## src/rtl/riscv_crypto_fu_saes32_masked_seq_if.sv

```systemverilog
`default_nettype none
// ============================================================================
// Module      : riscv_crypto_fu_saes32_masked_seq_if
// Description : Request/response bundle for the masked sequential SAES32 unit.
//               master = issuing side, slave = functional unit.
//               Request : valid, flush, rs1, rs2, rs3, bs, op_*, rnd
//               Response: ready, busy, illegal, rd_shareA, rd_shareB
// Revision    : 1.0 - initial release
// ============================================================================
interface riscv_crypto_fu_saes32_masked_seq_if #(
    parameter int RAND_W = 8
);
    logic              valid;
    logic              flush;
    logic [31:0]       rs1;
    logic [31:0]       rs2;
    logic [31:0]       rs3;
    logic [1:0]        bs;
    logic              op_saes32_encs;
    logic              op_saes32_encsm;
    logic              op_saes32_decs;
    logic              op_saes32_decsm;
    logic [RAND_W-1:0] rnd;
    logic              ready;
    logic              busy;
    logic              illegal;
    logic [31:0]       rd_shareA;
    logic [31:0]       rd_shareB;

    modport master (
        output valid, flush, rs1, rs2, rs3, bs,
               op_saes32_encs, op_saes32_encsm, op_saes32_decs, op_saes32_decsm, rnd,
        input  ready, busy, illegal, rd_shareA, rd_shareB
    );

    modport slave (
        input  valid, flush, rs1, rs2, rs3, bs,
               op_saes32_encs, op_saes32_encsm, op_saes32_decs, op_saes32_decsm, rnd,
        output ready, busy, illegal, rd_shareA, rd_shareB
    );
endinterface
`default_nettype wire

```

## src/rtl/riscv_crypto_fu_saes32_masked_seq.sv

```systemverilog
`default_nettype none
// ============================================================================
// Module      : riscv_crypto_fu_saes32_masked_seq
// Description : Two-share masked AES SAES32 functional unit. One state byte is
//               pushed through a DOM-masked (inverse) S-box with SBOX_STAGES
//               register stages, then MixColumn-expanded, rotated and re-masked.
// Ports       : clk, reset_n (async, active-low)
//               bus (slave) : valid/flush/rs1/rs2/rs3/bs/op_*/rnd in,
//                             ready/busy/illegal/rd_shareA/rd_shareB out
// Revision    : 1.0 - initial release
// ============================================================================
module riscv_crypto_fu_saes32_masked_seq #(
    parameter int SAES_DEC_EN = 1,
    parameter int SBOX_STAGES = 2,
    parameter int RAND_W      = 8
) (
    input  wire logic clk,
    input  wire logic reset_n,
    riscv_crypto_fu_saes32_masked_seq_if.slave bus
);
    typedef enum logic [1:0] {IDLE = 2'd0, RUN = 2'd1, DONE = 2'd2} state_e;

    localparam logic [7:0] C_AFF_FWD = 8'h63;
    localparam logic [7:0] C_AFF_INV = 8'h05;

    // ---------------- GF(2^8) helpers (polynomial 0x11B) ----------------
    function automatic logic [7:0] gf_mul(input logic [7:0] a, input logic [7:0] b);
        logic [7:0] p, t;
        p = 8'h00;
        t = a;
        for (int i = 0; i < 8; i++) begin
            if (b[i]) p = p ^ t;
            t = {t[6:0], 1'b0} ^ (t[7] ? 8'h1b : 8'h00);
        end
        return p;
    endfunction

    function automatic logic [7:0] rotl8(input logic [7:0] x, input int n);
        return 8'((x << n) | (x >> (8 - n)));
    endfunction

    // Linear parts of the forward/inverse affine maps; applied per share.
    function automatic logic [7:0] aff_lin(input logic [7:0] x);
        return x ^ rotl8(x, 1) ^ rotl8(x, 2) ^ rotl8(x, 3) ^ rotl8(x, 4);
    endfunction

    function automatic logic [7:0] inv_aff_lin(input logic [7:0] x);
        return rotl8(x, 1) ^ rotl8(x, 3) ^ rotl8(x, 6);
    endfunction

    // DOM-indep multiplier: cross terms are blinded by z, so the shares are
    // never recombined; {c0,c1} XOR to (a0^a1)*(b0^b1).
    function automatic logic [15:0] dom_mul(input logic [7:0] a0, input logic [7:0] a1,
                                            input logic [7:0] b0, input logic [7:0] b1,
                                            input logic [7:0] z);
        logic [7:0] c0, c1;
        c0 = gf_mul(a0, b0) ^ (gf_mul(a0, b1) ^ z);
        c1 = gf_mul(a1, b1) ^ (gf_mul(a1, b0) ^ z);
        return {c0, c1};
    endfunction

    // Masked (inverse) S-box. Inversion is x^254 through the addition chain
    // x2, x3, x12, x15, x240, x252, x254; squarings are linear and run per share.
    function automatic logic [15:0] masked_sbox(input logic [7:0] in_a, input logic [7:0] in_b,
                                                input logic dec, input logic [7:0] r);
        logic [7:0] xa, xb, x2a, x2b, x3a, x3b, x12a, x12b, x15a, x15b;
        logic [7:0] x240a, x240b, x252a, x252b, x254a, x254b;
        logic [15:0] m;
        xa  = dec ? (inv_aff_lin(in_a) ^ C_AFF_INV) : in_a;
        xb  = dec ? inv_aff_lin(in_b) : in_b;
        x2a = gf_mul(xa, xa);
        x2b = gf_mul(xb, xb);
        m   = dom_mul(x2a, x2b, xa, xb, r);
        x3a = m[15:8];
        x3b = m[7:0];
        x12a = gf_mul(gf_mul(x3a, x3a), gf_mul(x3a, x3a));
        x12b = gf_mul(gf_mul(x3b, x3b), gf_mul(x3b, x3b));
        m    = dom_mul(x12a, x12b, x3a, x3b, rotl8(r, 1));
        x15a = m[15:8];
        x15b = m[7:0];
        x240a = x15a;
        x240b = x15b;
        for (int i = 0; i < 4; i++) begin
            x240a = gf_mul(x240a, x240a);
            x240b = gf_mul(x240b, x240b);
        end
        m     = dom_mul(x240a, x240b, x12a, x12b, rotl8(r, 2));
        x252a = m[15:8];
        x252b = m[7:0];
        m     = dom_mul(x252a, x252b, x2a, x2b, rotl8(r, 3));
        x254a = m[15:8];
        x254b = m[7:0];
        if (dec) return {x254a, x254b};
        return {aff_lin(x254a) ^ C_AFF_FWD, aff_lin(x254b)};
    endfunction

    function automatic logic [31:0] mix_col(input logic [7:0] s, input logic encm, input logic decm);
        if (encm) return {gf_mul(s, 8'h03), s, s, gf_mul(s, 8'h02)};
        if (decm) return {gf_mul(s, 8'h0b), gf_mul(s, 8'h0d), gf_mul(s, 8'h09), gf_mul(s, 8'h0e)};
        return {24'h000000, s};
    endfunction

    function automatic logic [31:0] rotl32(input logic [31:0] x, input logic [1:0] b);
        case (b)
            2'd1:    return {x[23:0], x[31:24]};
            2'd2:    return {x[15:0], x[31:16]};
            2'd3:    return {x[7:0],  x[31:8]};
            default: return x;
        endcase
    endfunction

    // ---------------- state ----------------
    state_e            state_q, state_d;
    logic [3:0]        cnt_q, cnt_d;
    logic              ready_q, ready_d, busy_q, busy_d, illegal_q, illegal_d;
    logic [7:0]        cap_a_q, cap_a_d, cap_b_q, cap_b_d;
    logic [31:0]       rs1_q, rs1_d;
    logic [1:0]        bs_q, bs_d;
    logic [3:0]        op_q, op_d;     // {decsm, decs, encsm, encs}
    logic [RAND_W-1:0] rnd_q, rnd_d;
    logic [7:0]        pipe_a_q [SBOX_STAGES];
    logic [7:0]        pipe_a_d [SBOX_STAGES];
    logic [7:0]        pipe_b_q [SBOX_STAGES];
    logic [7:0]        pipe_b_d [SBOX_STAGES];
    logic [31:0]       rd_a_q, rd_a_d, rd_b_q, rd_b_d;

    logic [3:0]  w_op;
    logic        w_legal;
    logic [31:0] w_refresh;
    logic [15:0] w_sbox;
    logic [31:0] w_res_a, w_res_b;

    // Fresh randomness replicated / truncated across the 32-bit word.
    for (genvar gi = 0; gi < 32; gi++) begin : g_refresh
        assign w_refresh[gi] = rnd_q[gi % RAND_W];
    end

    assign w_op    = {bus.op_saes32_decsm, bus.op_saes32_decs, bus.op_saes32_encsm, bus.op_saes32_encs};
    assign w_legal = (w_op != 4'd0) && ((w_op & (w_op - 4'd1)) == 4'd0) &&
                     ((SAES_DEC_EN != 0) || !(w_op[2] | w_op[3]));

    assign w_sbox  = masked_sbox(cap_a_q, cap_b_q, op_q[2] | op_q[3], w_refresh[7:0]);
    assign w_res_a = rotl32(mix_col(pipe_a_q[SBOX_STAGES-1], op_q[1], op_q[3]), bs_q) ^ rs1_q ^ w_refresh;
    assign w_res_b = rotl32(mix_col(pipe_b_q[SBOX_STAGES-1], op_q[1], op_q[3]), bs_q) ^ w_refresh;

    always_comb begin
        state_d   = state_q;
        cnt_d     = cnt_q;
        ready_d   = 1'b0;
        illegal_d = 1'b0;
        cap_a_d   = cap_a_q;
        cap_b_d   = cap_b_q;
        rs1_d     = rs1_q;
        bs_d      = bs_q;
        op_d      = op_q;
        rnd_d     = rnd_q;
        pipe_a_d  = pipe_a_q;
        pipe_b_d  = pipe_b_q;
        rd_a_d    = rd_a_q;
        rd_b_d    = rd_b_q;
        case (state_q)
            IDLE: begin
                if (bus.valid && !bus.flush) begin
                    if (w_legal) begin
                        cap_a_d = 8'(bus.rs2 >> {bus.bs, 3'b000});
                        cap_b_d = 8'(bus.rs3 >> {bus.bs, 3'b000});
                        rs1_d   = bus.rs1;
                        bs_d    = bus.bs;
                        op_d    = w_op;
                        rnd_d   = bus.rnd;
                        cnt_d   = 4'd0;
                        state_d = RUN;
                    end else begin
                        illegal_d = 1'b1;
                    end
                end
            end
            RUN: begin
                pipe_a_d[0] = w_sbox[15:8];
                pipe_b_d[0] = w_sbox[7:0];
                for (int i = 1; i < SBOX_STAGES; i++) begin
                    pipe_a_d[i] = pipe_a_q[i-1];
                    pipe_b_d[i] = pipe_b_q[i-1];
                end
                if (cnt_q == 4'(SBOX_STAGES - 1)) begin
                    cnt_d   = 4'd0;
                    state_d = DONE;
                end else begin
                    cnt_d = cnt_q + 4'd1;
                end
            end
            DONE: begin
                rd_a_d  = w_res_a;
                rd_b_d  = w_res_b;
                ready_d = 1'b1;
                state_d = IDLE;
            end
            default: state_d = IDLE;
        endcase
        // Abort: results and ready are suppressed, outputs keep old values.
        if (bus.flush) begin
            state_d = IDLE;
            cnt_d   = 4'd0;
            ready_d = 1'b0;
            rd_a_d  = rd_a_q;
            rd_b_d  = rd_b_q;
        end
        busy_d = (state_d != IDLE);
    end

    always_ff @(posedge clk or negedge reset_n) begin
        if (!reset_n) begin
            state_q   <= IDLE;
            cnt_q     <= '0;
            ready_q   <= 1'b0;
            busy_q    <= 1'b0;
            illegal_q <= 1'b0;
            cap_a_q   <= '0;
            cap_b_q   <= '0;
            rs1_q     <= '0;
            bs_q      <= '0;
            op_q      <= '0;
            rnd_q     <= '0;
            rd_a_q    <= '0;
            rd_b_q    <= '0;
            for (int i = 0; i < SBOX_STAGES; i++) begin
                pipe_a_q[i] <= '0;
                pipe_b_q[i] <= '0;
            end
        end else begin
            state_q   <= state_d;
            cnt_q     <= cnt_d;
            ready_q   <= ready_d;
            busy_q    <= busy_d;
            illegal_q <= illegal_d;
            cap_a_q   <= cap_a_d;
            cap_b_q   <= cap_b_d;
            rs1_q     <= rs1_d;
            bs_q      <= bs_d;
            op_q      <= op_d;
            rnd_q     <= rnd_d;
            rd_a_q    <= rd_a_d;
            rd_b_q    <= rd_b_d;
            pipe_a_q  <= pipe_a_d;
            pipe_b_q  <= pipe_b_d;
        end
    end

    assign bus.ready     = ready_q;
    assign bus.busy      = busy_q;
    assign bus.illegal   = illegal_q;
    assign bus.rd_shareA = rd_a_q;
    assign bus.rd_shareB = rd_b_q;
endmodule
`default_nettype wire

```

## src/flat_wrapper.sv

```systemverilog
// flat-port wrapper written by rule: the top's interface ports become plain ports
module riscv_crypto_fu_saes32_masked_seq_flat 
#(
    parameter int SAES_DEC_EN = 1,
    parameter int SBOX_STAGES = 2,
    parameter int RAND_W      = 8
)
  (clk, reset_n, bus_valid, bus_flush, bus_rs1, bus_rs2, bus_rs3, bus_bs, bus_op_saes32_encs, bus_op_saes32_encsm, bus_op_saes32_decs, bus_op_saes32_decsm, bus_rnd, bus_ready, bus_busy, bus_illegal, bus_rd_shareA, bus_rd_shareB);
  riscv_crypto_fu_saes32_masked_seq_if #(.RAND_W(RAND_W)) bus_i ();
  input  wire logic clk;
  input  wire logic reset_n;
  input wire logic [$bits(bus_i.valid)-1:0] bus_valid;
  input wire logic [$bits(bus_i.flush)-1:0] bus_flush;
  input wire logic [$bits(bus_i.rs1)-1:0] bus_rs1;
  input wire logic [$bits(bus_i.rs2)-1:0] bus_rs2;
  input wire logic [$bits(bus_i.rs3)-1:0] bus_rs3;
  input wire logic [$bits(bus_i.bs)-1:0] bus_bs;
  input wire logic [$bits(bus_i.op_saes32_encs)-1:0] bus_op_saes32_encs;
  input wire logic [$bits(bus_i.op_saes32_encsm)-1:0] bus_op_saes32_encsm;
  input wire logic [$bits(bus_i.op_saes32_decs)-1:0] bus_op_saes32_decs;
  input wire logic [$bits(bus_i.op_saes32_decsm)-1:0] bus_op_saes32_decsm;
  input wire logic [$bits(bus_i.rnd)-1:0] bus_rnd;
  output wire logic [$bits(bus_i.ready)-1:0] bus_ready;
  output wire logic [$bits(bus_i.busy)-1:0] bus_busy;
  output wire logic [$bits(bus_i.illegal)-1:0] bus_illegal;
  output wire logic [$bits(bus_i.rd_shareA)-1:0] bus_rd_shareA;
  output wire logic [$bits(bus_i.rd_shareB)-1:0] bus_rd_shareB;
  assign bus_i.valid = bus_valid;
  assign bus_i.flush = bus_flush;
  assign bus_i.rs1 = bus_rs1;
  assign bus_i.rs2 = bus_rs2;
  assign bus_i.rs3 = bus_rs3;
  assign bus_i.bs = bus_bs;
  assign bus_i.op_saes32_encs = bus_op_saes32_encs;
  assign bus_i.op_saes32_encsm = bus_op_saes32_encsm;
  assign bus_i.op_saes32_decs = bus_op_saes32_decs;
  assign bus_i.op_saes32_decsm = bus_op_saes32_decsm;
  assign bus_i.rnd = bus_rnd;
  assign bus_ready = bus_i.ready;
  assign bus_busy = bus_i.busy;
  assign bus_illegal = bus_i.illegal;
  assign bus_rd_shareA = bus_i.rd_shareA;
  assign bus_rd_shareB = bus_i.rd_shareB;
  riscv_crypto_fu_saes32_masked_seq #(.SAES_DEC_EN(SAES_DEC_EN), .SBOX_STAGES(SBOX_STAGES), .RAND_W(RAND_W)) u_core (.clk(clk), .reset_n(reset_n), .bus(bus_i));
endmodule
```

## config.mk

```make
export PLATFORM = sky130hd
export DESIGN_NAME = riscv_crypto_fu_saes32_masked_seq_flat
export DESIGN_NICKNAME = d
export VERILOG_FILES = /design/src/rtl/riscv_crypto_fu_saes32_masked_seq_if.sv /design/src/rtl/riscv_crypto_fu_saes32_masked_seq.sv /design/src/flat_wrapper.sv
export SDC_FILE = /design/constraint.sdc
export NUM_CORES = 2
export LEC_CHECK = 0
export ABC_AREA = 1
export CELL_PAD_IN_SITES_DETAIL_PLACEMENT = 1
export CELL_PAD_IN_SITES_GLOBAL_PLACEMENT = 2
export CORE_AREA = 2 2 493 397
export DETAILED_ROUTE_END_ITERATION = 12
export DIE_AREA = 0 0 495 399
export PLACE_DENSITY_LB_ADDON = 0.1
export SLEW_MARGIN = 20
export SYNTH_ARGS = -nofsm -noshare
export SYNTH_HDL_FRONTEND = slang
export SYNTH_SLANG_ARGS = --single-unit
```

## constraint.sdc

```tcl
create_clock -name clk -period 22.7 [get_ports clk]
set_input_delay 5.675 -clock clk [delete_from_list [all_inputs] [get_ports clk]]
set_output_delay 5.675 -clock clk [all_outputs]
set_load 0.05 [all_outputs]
```

==> Word-level counts from Yosys, hierarchy flattened <==
Cells that the tools add are included.
W data, S select, Z words.
{ "op_classes": {"shifts": 2, "n_eq_ne": 8, "addsub": 2, "n_mux": 455, "reduce_logical": 11, "bitwise_logic": 439} }
{ "ops": {"columns": ["op", "count"], "rows": [
  ["$xor A8 B8 Y8", 412],
  ["$mux W8", 264],
  ["$mux W5", 160],
  ["$mux W32", 8],
  ["$pmux W32 S3", 2],
  ["$xor A32 B32 Y32", 3],
  ["$shr A32 B5 Y8", 2],
  ["$or A8 B1 Y8", 5],
  ["$or A8 B3 Y8", 5],
  ["$mux W16", 2],
  ["$or A8 B2 Y8", 3],
  ["$mux W4", 4],
  ["$or A8 B4 Y8", 2],
  ["$or A8 B6 Y8", 2],
  ["$xor A8 B5 Y8", 2],
  ["$mux W1", 9],
  ["$mux W2", 4],
  ["$pmux W4 S2", 1],
  ["$eq A2 B2 Y1 const B", 3],
  ["$ne A3 B2 Y1 const B", 2],
  ["$reduce_and A3 Y1", 2],
  ["$add A4 B1 Y4 const B", 1],
  ["$and A4 B4 Y4", 1],
  ["$eq A2 B1 Y1 const B", 2],
  ["15 further kinds", 16]
]} }
{ "word_totals": {"input_bits": 114, "output_inout_bits": 67, "ff_bits": 167} }

==> Longest topological paths before layout <==
{ "logic_depth": {"ltp_word": 196, "ltp_mapped": 186} }

==> Worst setup path before layout <==
OpenSTA, ideal clock, no wires.
{ "synth_path": {"path_type": "reg-to-reg", "start": "register u_core.op_q[3]", "end": "register u_core.pipe_b_q[14] (netlist bit)", "t_arrival_ps": 17030, "required_ps": 22584, "stages_incl_launch_ff": 164, "setup_slack_ps": 5553, "path_cell_list": "dfrtp_1 -> nor2_4 -> inv_4 -> buf_12 -> nand3_2 -> nand2_1 -> buf_4 -> buf_6 -> buf_2 -> buf_2 -> ha_1 -> inv_1 -> nand2_1 -> nand3_1 -> nand2_1 -> nand2_1 -> nand3_1 -> nand2_2 -> (+128 left out) -> nand2_1 -> nand2_1 -> xor2_1 -> nand3_1 -> nand2_1 -> nand2_1 -> nand2_1 -> nand2_1 -> nand2_1 -> inv_1 -> nand2_1 -> nand2_1 -> nand2_1 -> nand3_1 -> nand2_1 -> clkinv_1 -> nand2_1 -> nand2_1"} }
{ "synth_between": {"elab_chain_cells": 185, "word_cells_on_any_way": 534} }
{ "synth_rtl": {"columns": ["item", "line", "text"], "rows": [
  ["start, declared", "riscv_crypto_fu_saes32_masked_seq.sv:119", "logic [3:0] op_q, op_d;"],
  ["start signal, assigned", "riscv_crypto_fu_saes32_masked_seq.sv:240", "op_q <= op_d;"],
  ["$or A1 B1 Y1 (*)", "riscv_crypto_fu_saes32_masked_seq.sv:142", "assign w_sbox = masked_sbox(cap_a_q, cap_b_q, op_q[2] | op_q[3], w_refresh[7:0]);"],
  ["$mux W8", "riscv_crypto_fu_saes32_masked_seq.sv:70", "xb = dec ? inv_aff_lin(in_b) : in_b;"],
  ["$mux W5, or another cell as far along", "riscv_crypto_fu_saes32_masked_seq.sv:33", "t = {t[6:0], 1'b0} ^ (t[7] ? 8'h1b : 8'h00);"],
  ["$xor A8 B8 Y8 (on tied branches)", "riscv_crypto_fu_saes32_masked_seq.sv:33, riscv_crypto_fu_saes32_masked_seq.sv:32", null],
  ["$xor A8 B8 Y8 or $mux W8 (tied branches)", "riscv_crypto_fu_saes32_masked_seq.sv:32", "if (b[i]) p = p ^ t;"],
  ["$mux W8 or $xor A8 B8 Y8 (tied branches)", "riscv_crypto_fu_saes32_masked_seq.sv:32", null],
  ["$xor A8 B8 Y8 or $mux W8 (tied branches)", "riscv_crypto_fu_saes32_masked_seq.sv:32", null],
  ["$mux W8 or $xor A8 B8 Y8 (tied branches)", "riscv_crypto_fu_saes32_masked_seq.sv:32", null],
  ["(+165 left out)", null, null],
  ["$xor A8 B8 Y8", "riscv_crypto_fu_saes32_masked_seq.sv:32", null],
  ["$mux W8", "riscv_crypto_fu_saes32_masked_seq.sv:32", null],
  ["$xor A8 B8 Y8", "riscv_crypto_fu_saes32_masked_seq.sv:32", null],
  ["$mux W8", "riscv_crypto_fu_saes32_masked_seq.sv:32", null],
  ["$xor A8 B8 Y8 (2 in series)", "riscv_crypto_fu_saes32_masked_seq.sv:58", "c1 = gf_mul(a1, b1) ^ (gf_mul(a1, b0) ^ z);"],
  ["$or A8 B1 Y8", "riscv_crypto_fu_saes32_masked_seq.sv:39", "return 8'((x << n) | (x >> (8 - n)));"],
  ["$xor A8 B8 Y8 (4 in series)", "riscv_crypto_fu_saes32_masked_seq.sv:44", "return x ^ rotl8(x, 1) ^ rotl8(x, 2) ^ rotl8(x, 3) ^ rotl8(x, 4);"],
  ["$mux W16 (*)", "riscv_crypto_fu_saes32_masked_seq.sv:94", "return {aff_lin(x254a) ^ C_AFF_FWD, aff_lin(x254b)};"],
  ["end signal, assigned", "riscv_crypto_fu_saes32_masked_seq.sv:245", "pipe_b_q <= pipe_b_d;"],
  ["end, declared", "riscv_crypto_fu_saes32_masked_seq.sv:123", "logic [7:0] pipe_b_q [SBOX_STAGES];"]
]} }
Every way passes the cells marked *; elsewhere a longest branch is shown, timed or not. The select of a mux whose other input is x is not followed.
A chain may end at the register's enable or synchronous reset.

==> Final worst setup path <==
{ "layout_path": {"start": "register u_core.op_q[3]", "end": "register u_core.pipe_a_q[14] (netlist bit)"} }
{ "layout_between": {"elab_chain_cells": 186, "word_cells_on_any_way": 535} }
{ "layout_rtl": {"columns": ["item", "line", "text"], "rows": [
  ["$or A1 B1 Y1 (*)", "riscv_crypto_fu_saes32_masked_seq.sv:142", null],
  ["$mux W8", "riscv_crypto_fu_saes32_masked_seq.sv:69", "xa = dec ? (inv_aff_lin(in_a) ^ C_AFF_INV) : in_a;"],
  ["$mux W5, or another cell as far along", "riscv_crypto_fu_saes32_masked_seq.sv:33", null],
  ["$xor A8 B8 Y8 (on tied branches)", "riscv_crypto_fu_saes32_masked_seq.sv:33, riscv_crypto_fu_saes32_masked_seq.sv:32", null],
  ["$xor A8 B8 Y8 or $mux W8 (tied branches)", "riscv_crypto_fu_saes32_masked_seq.sv:32", null],
  ["$mux W8 or $xor A8 B8 Y8 (tied branches)", "riscv_crypto_fu_saes32_masked_seq.sv:32", null],
  ["$xor A8 B8 Y8 or $mux W8 (tied branches)", "riscv_crypto_fu_saes32_masked_seq.sv:32", null],
  ["$mux W8 or $xor A8 B8 Y8 (tied branches)", "riscv_crypto_fu_saes32_masked_seq.sv:32", null],
  ["(+166 left out)", null, null],
  ["$mux W8", "riscv_crypto_fu_saes32_masked_seq.sv:32", null],
  ["$xor A8 B8 Y8", "riscv_crypto_fu_saes32_masked_seq.sv:32", null],
  ["$mux W8", "riscv_crypto_fu_saes32_masked_seq.sv:32", null],
  ["$xor A8 B8 Y8 (2 in series)", "riscv_crypto_fu_saes32_masked_seq.sv:57", "c0 = gf_mul(a0, b0) ^ (gf_mul(a0, b1) ^ z);"],
  ["$or A8 B1 Y8", "riscv_crypto_fu_saes32_masked_seq.sv:39", null],
  ["$xor A8 B8 Y8 (4 in series)", "riscv_crypto_fu_saes32_masked_seq.sv:44", null],
  ["$not A4 Y4 (no source line)", null, null],
  ["$mux W16 (*)", "riscv_crypto_fu_saes32_masked_seq.sv:94", null],
  ["end signal, assigned", "riscv_crypto_fu_saes32_masked_seq.sv:244", "pipe_a_q <= pipe_a_d;"],
  ["end, declared", "riscv_crypto_fu_saes32_masked_seq.sv:121", "logic [7:0] pipe_a_q [SBOX_STAGES];"]
]} }
Marks and branches as above.

==> impl_metrics.ini <==
[outcome]
status = completed

[global_routing]
grt_usage = 0.297
grt_pass1_vias = 81326
grt_max_degree = 106
overflow = 0
antenna_found_initial = 3
grt_pass1_wl_um = 469000

[die]
fp.dieH_um = 399
fp.dieW_um = 495
fp.dieArea_sq_mm = 0.198
start_util = 0.319
core_area_sq_mm = 0.192
rows = 144
io_pins = 181

[logic_synthesis]
synth_flop_cell = dfrtp_1
seq_area_frac_synth = 0.0677
synth_nets = 12961
synth.cell_area_sq_mm = 0.0613
ys_ff_latch = 166
async_reset_ff_frac = 1.00
synth_edf_count = 0
synth_top_cell_by_area = nand2_1
ys.warnings.count = 0
syn_inst = 12831
synth_top_area_frac = 0.367
ys_top_cells_by_area = nand2_1 (37%), nand3_1 (19%), inv_1 (7.5%)
synth.avg_cell_area_sq_um = 4.78
ys_types = 63

[drt]
routed_wirelength_um = 304000
drt_iter0_drc = 5555
vias_per_cell = 5.40
drtAntennaViolNets = 0
drc_errors = 0
wl_per_cell_um = 19.8
vias = 82794
dr.pass1.iters = 5

[worst_setup_path]
start_kind = flip-flop
slowest_stage = dfrtp_2
cp_top_family = simple AND/OR/NAND/NOR gates
r2r-start = u_core.op_q[3]$_DFFE_PN0P_
crit_type = flip-flop to flip-flop
max_stage_delay_ns = 0.53
critPathMostFrequentCell = nand2_1
crit_start = u_core.op_q[3]$_DFFE_PN0P_
arrival_ns = 21.23
cp-end-kind = flip-flop
required_ns = 23.05
critPathMaxFanout = 43
crit_buf_inv = 22

[cells_and_area]
areaGrowthSynthToFinish_pct = 7.67
register_area_sq_mm = 0.00417
final_nets = 12900
drive_gt1_frac = 0.0835
fillers = 27883
multi_input_area_sq_mm = 0.0493
stdcell_count = 15340

[sta]
finalCritPeriodShare = 0.920
setup_violations = 0
hold_viol_final = 0
drv_slew = 0
fmax_mhz = 47.9
finalCriticalPeriod_ns = 20.87
slew_headroom = 0.264
fin_skew_ns = 0.0324
tightest_slew_ns = 1.10

[hold_path]
hold_path.class = flip-flop to flip-flop
worstHoldStart = u_core.state_q[0]$_DFF_PN0_

[clock_network]
cts_inserted_buffers = 17
cts_tree = yes
path_clk_slew_ns = 0.07
cts.sinks = 166
htree_num_levels = 4
clockBufferDepth = 2
cts_root_buf = clkbuf_16
clock_latency_ns = 0.49

[placement]
dp_hpwl_um = 243000
place.gp.congestion = 0.904
placed_cells = 15292
numPortBuffers = 180

[job]
maxCapViolCount = 0
-- cells in the mapped netlist, types with 65 or more instances --
library cell  instances
buf_2                93
buf_4                65
nand3_1            2346
a21oi_1             116
nor2_1              704
xnor2_1              85
o21ai_0             235
clkbuf_1            137
nand2_1            6000
nand2_2             363
nand4_1             109
nand3_2              88
xor2_1              213
nand3b_1             89
inv_1              1232
inv_2               239
dfrtp_1             166
-- state kept, by name, summed over array words and instances (netlist names), 3 cells and up --
register / flops
u_core.cap_a_q: 8
u_core.rs1_q: 32
u_core.rnd_q: 8
u_core.op_q: 3
u_core.cnt_q: 4
u_core.bus.rd_shareB: 32
u_core.pipe_b_q: 16
u_core.bus.rd_shareA: 32
u_core.pipe_a_q: 16
u_core.cap_b_q: 8
-- final cells by class --
class,instances,share of cell area
multi-input cells,10723,0.746
inverters,1529,0.0875
flip-flops and latches,166,0.0631
well taps,2555,0.0484
repair buffers,333,0.0455
clock buffers,18,0.00650
clock inverters,14,0.00275
diodes,2,0.0000758
-- metrics by stage --
step	TNS [ns]	worst slack, ns	utilization	area (sq um)	hold WS, ns
finish	0	1.83	0.344	66100	0.474
global route	-0.147	-0.0402	0.344	66100	0.509
floorplan	0	5.55	-	61300	0.412
CTS	0	0.0396	0.342	65600	0.476
detailed placement	-0.961	-0.197	0.338	65000	0.466
global placement	0	0.0503	0.338	65000	0.469
-- worst reg2reg max path, delay by kind of cell, from the launching register on --
family,cells,cell delay [ns]
simple gates,110,14.83
buf+inv,22,3.07
fa+ha+maj,4,1.49
compound gates,3,0.67
flops,1,0.53
xor+xnor,1,0.17
-- placed cells by master (no fill, tap or decap), types with 15 or more instances in the layout --
master	n
a21oi_1	115
nand2_1	5974
o22ai_1	32
nand4_1	109
xnor2_1	85
clkinv_1	52
buf_4	143
o221ai_1	19
clkbuf_16	17
mux2_2	34
nor2_1	701
ha_1	15
o21bai_1	18
nand3b_1	89
inv_1	1231
nor2_2	27
nand3_1	2344
dfrtp_1	157
o21ai_0	234
nand2_4	71
clkdlybuf4s50_1	178
nand3_2	90
o21ai_1	65
xor2_1	213
nand2_2	360
inv_2	233
o32ai_1	17
-- cells by family (layout without fill, tap and decap cells) --
family | after synthesis | count (layout) | share of synthesized area
and+or+nand+nor | 9805 | 9805 | 0.691
buffers and inverters | 1942 | 1894 | 0.133
xor gates and xnor gates | 304 | 304 | 0.0449
other | 0 | 2 | 0
DFF | 166 | 166 | 0.0677
muxes | 34 | 34 | 0.00624
adders and majority gates | 16 | 16 | 0.00326
AOI/OAI and AO/OA | 564 | 564 | 0.0537
-- routing by layer --
metal / routed length (um) / share of wire / GRT usage / up-vias
met2: 135000 / 0.44 / 0.487 / 2087
met3: 15800 / 0.052 / 0.0235 / 305
met5: 0 / 0 / 0 / -
li1: - / - / - / 40261
met1: 147000 / 0.48 / 0.424 / 40141
met4: 6410 / 0.021 / 0.0615 / 0
-- worst paths after layout --
check                                                  endpoint  slack [ns]  depth (start not counted)
max                             u_core.pipe_a_q[14]$_DFFE_PN0N_        1.83                        140
min                                  u_core.bus.ready$_DFF_PN0_        0.47                          1
max reg2reg                     u_core.pipe_a_q[14]$_DFFE_PN0N_        1.83                        140
min reg2reg                          u_core.bus.ready$_DFF_PN0_        0.47                          1
max in group asynchronous            u_core.bs_q[1]$_DFFE_PN0P_       16.13                          2
min in group asynchronous  u_core.bus.rd_shareB[17]$_DFFE_PN0P_        5.20                          1
-- what timing repair did --
action,in CTS,in global routing
resized for setup,6,86
hold endpoints to repair,0,0
pin swaps,0,4
hold buffers,0,0
buffers inserted,0,14
setup endpoints to repair,8,16
Power is not shown: default switching activity piles up to over one toggle a cycle in this logic, so the estimate is an artifact.
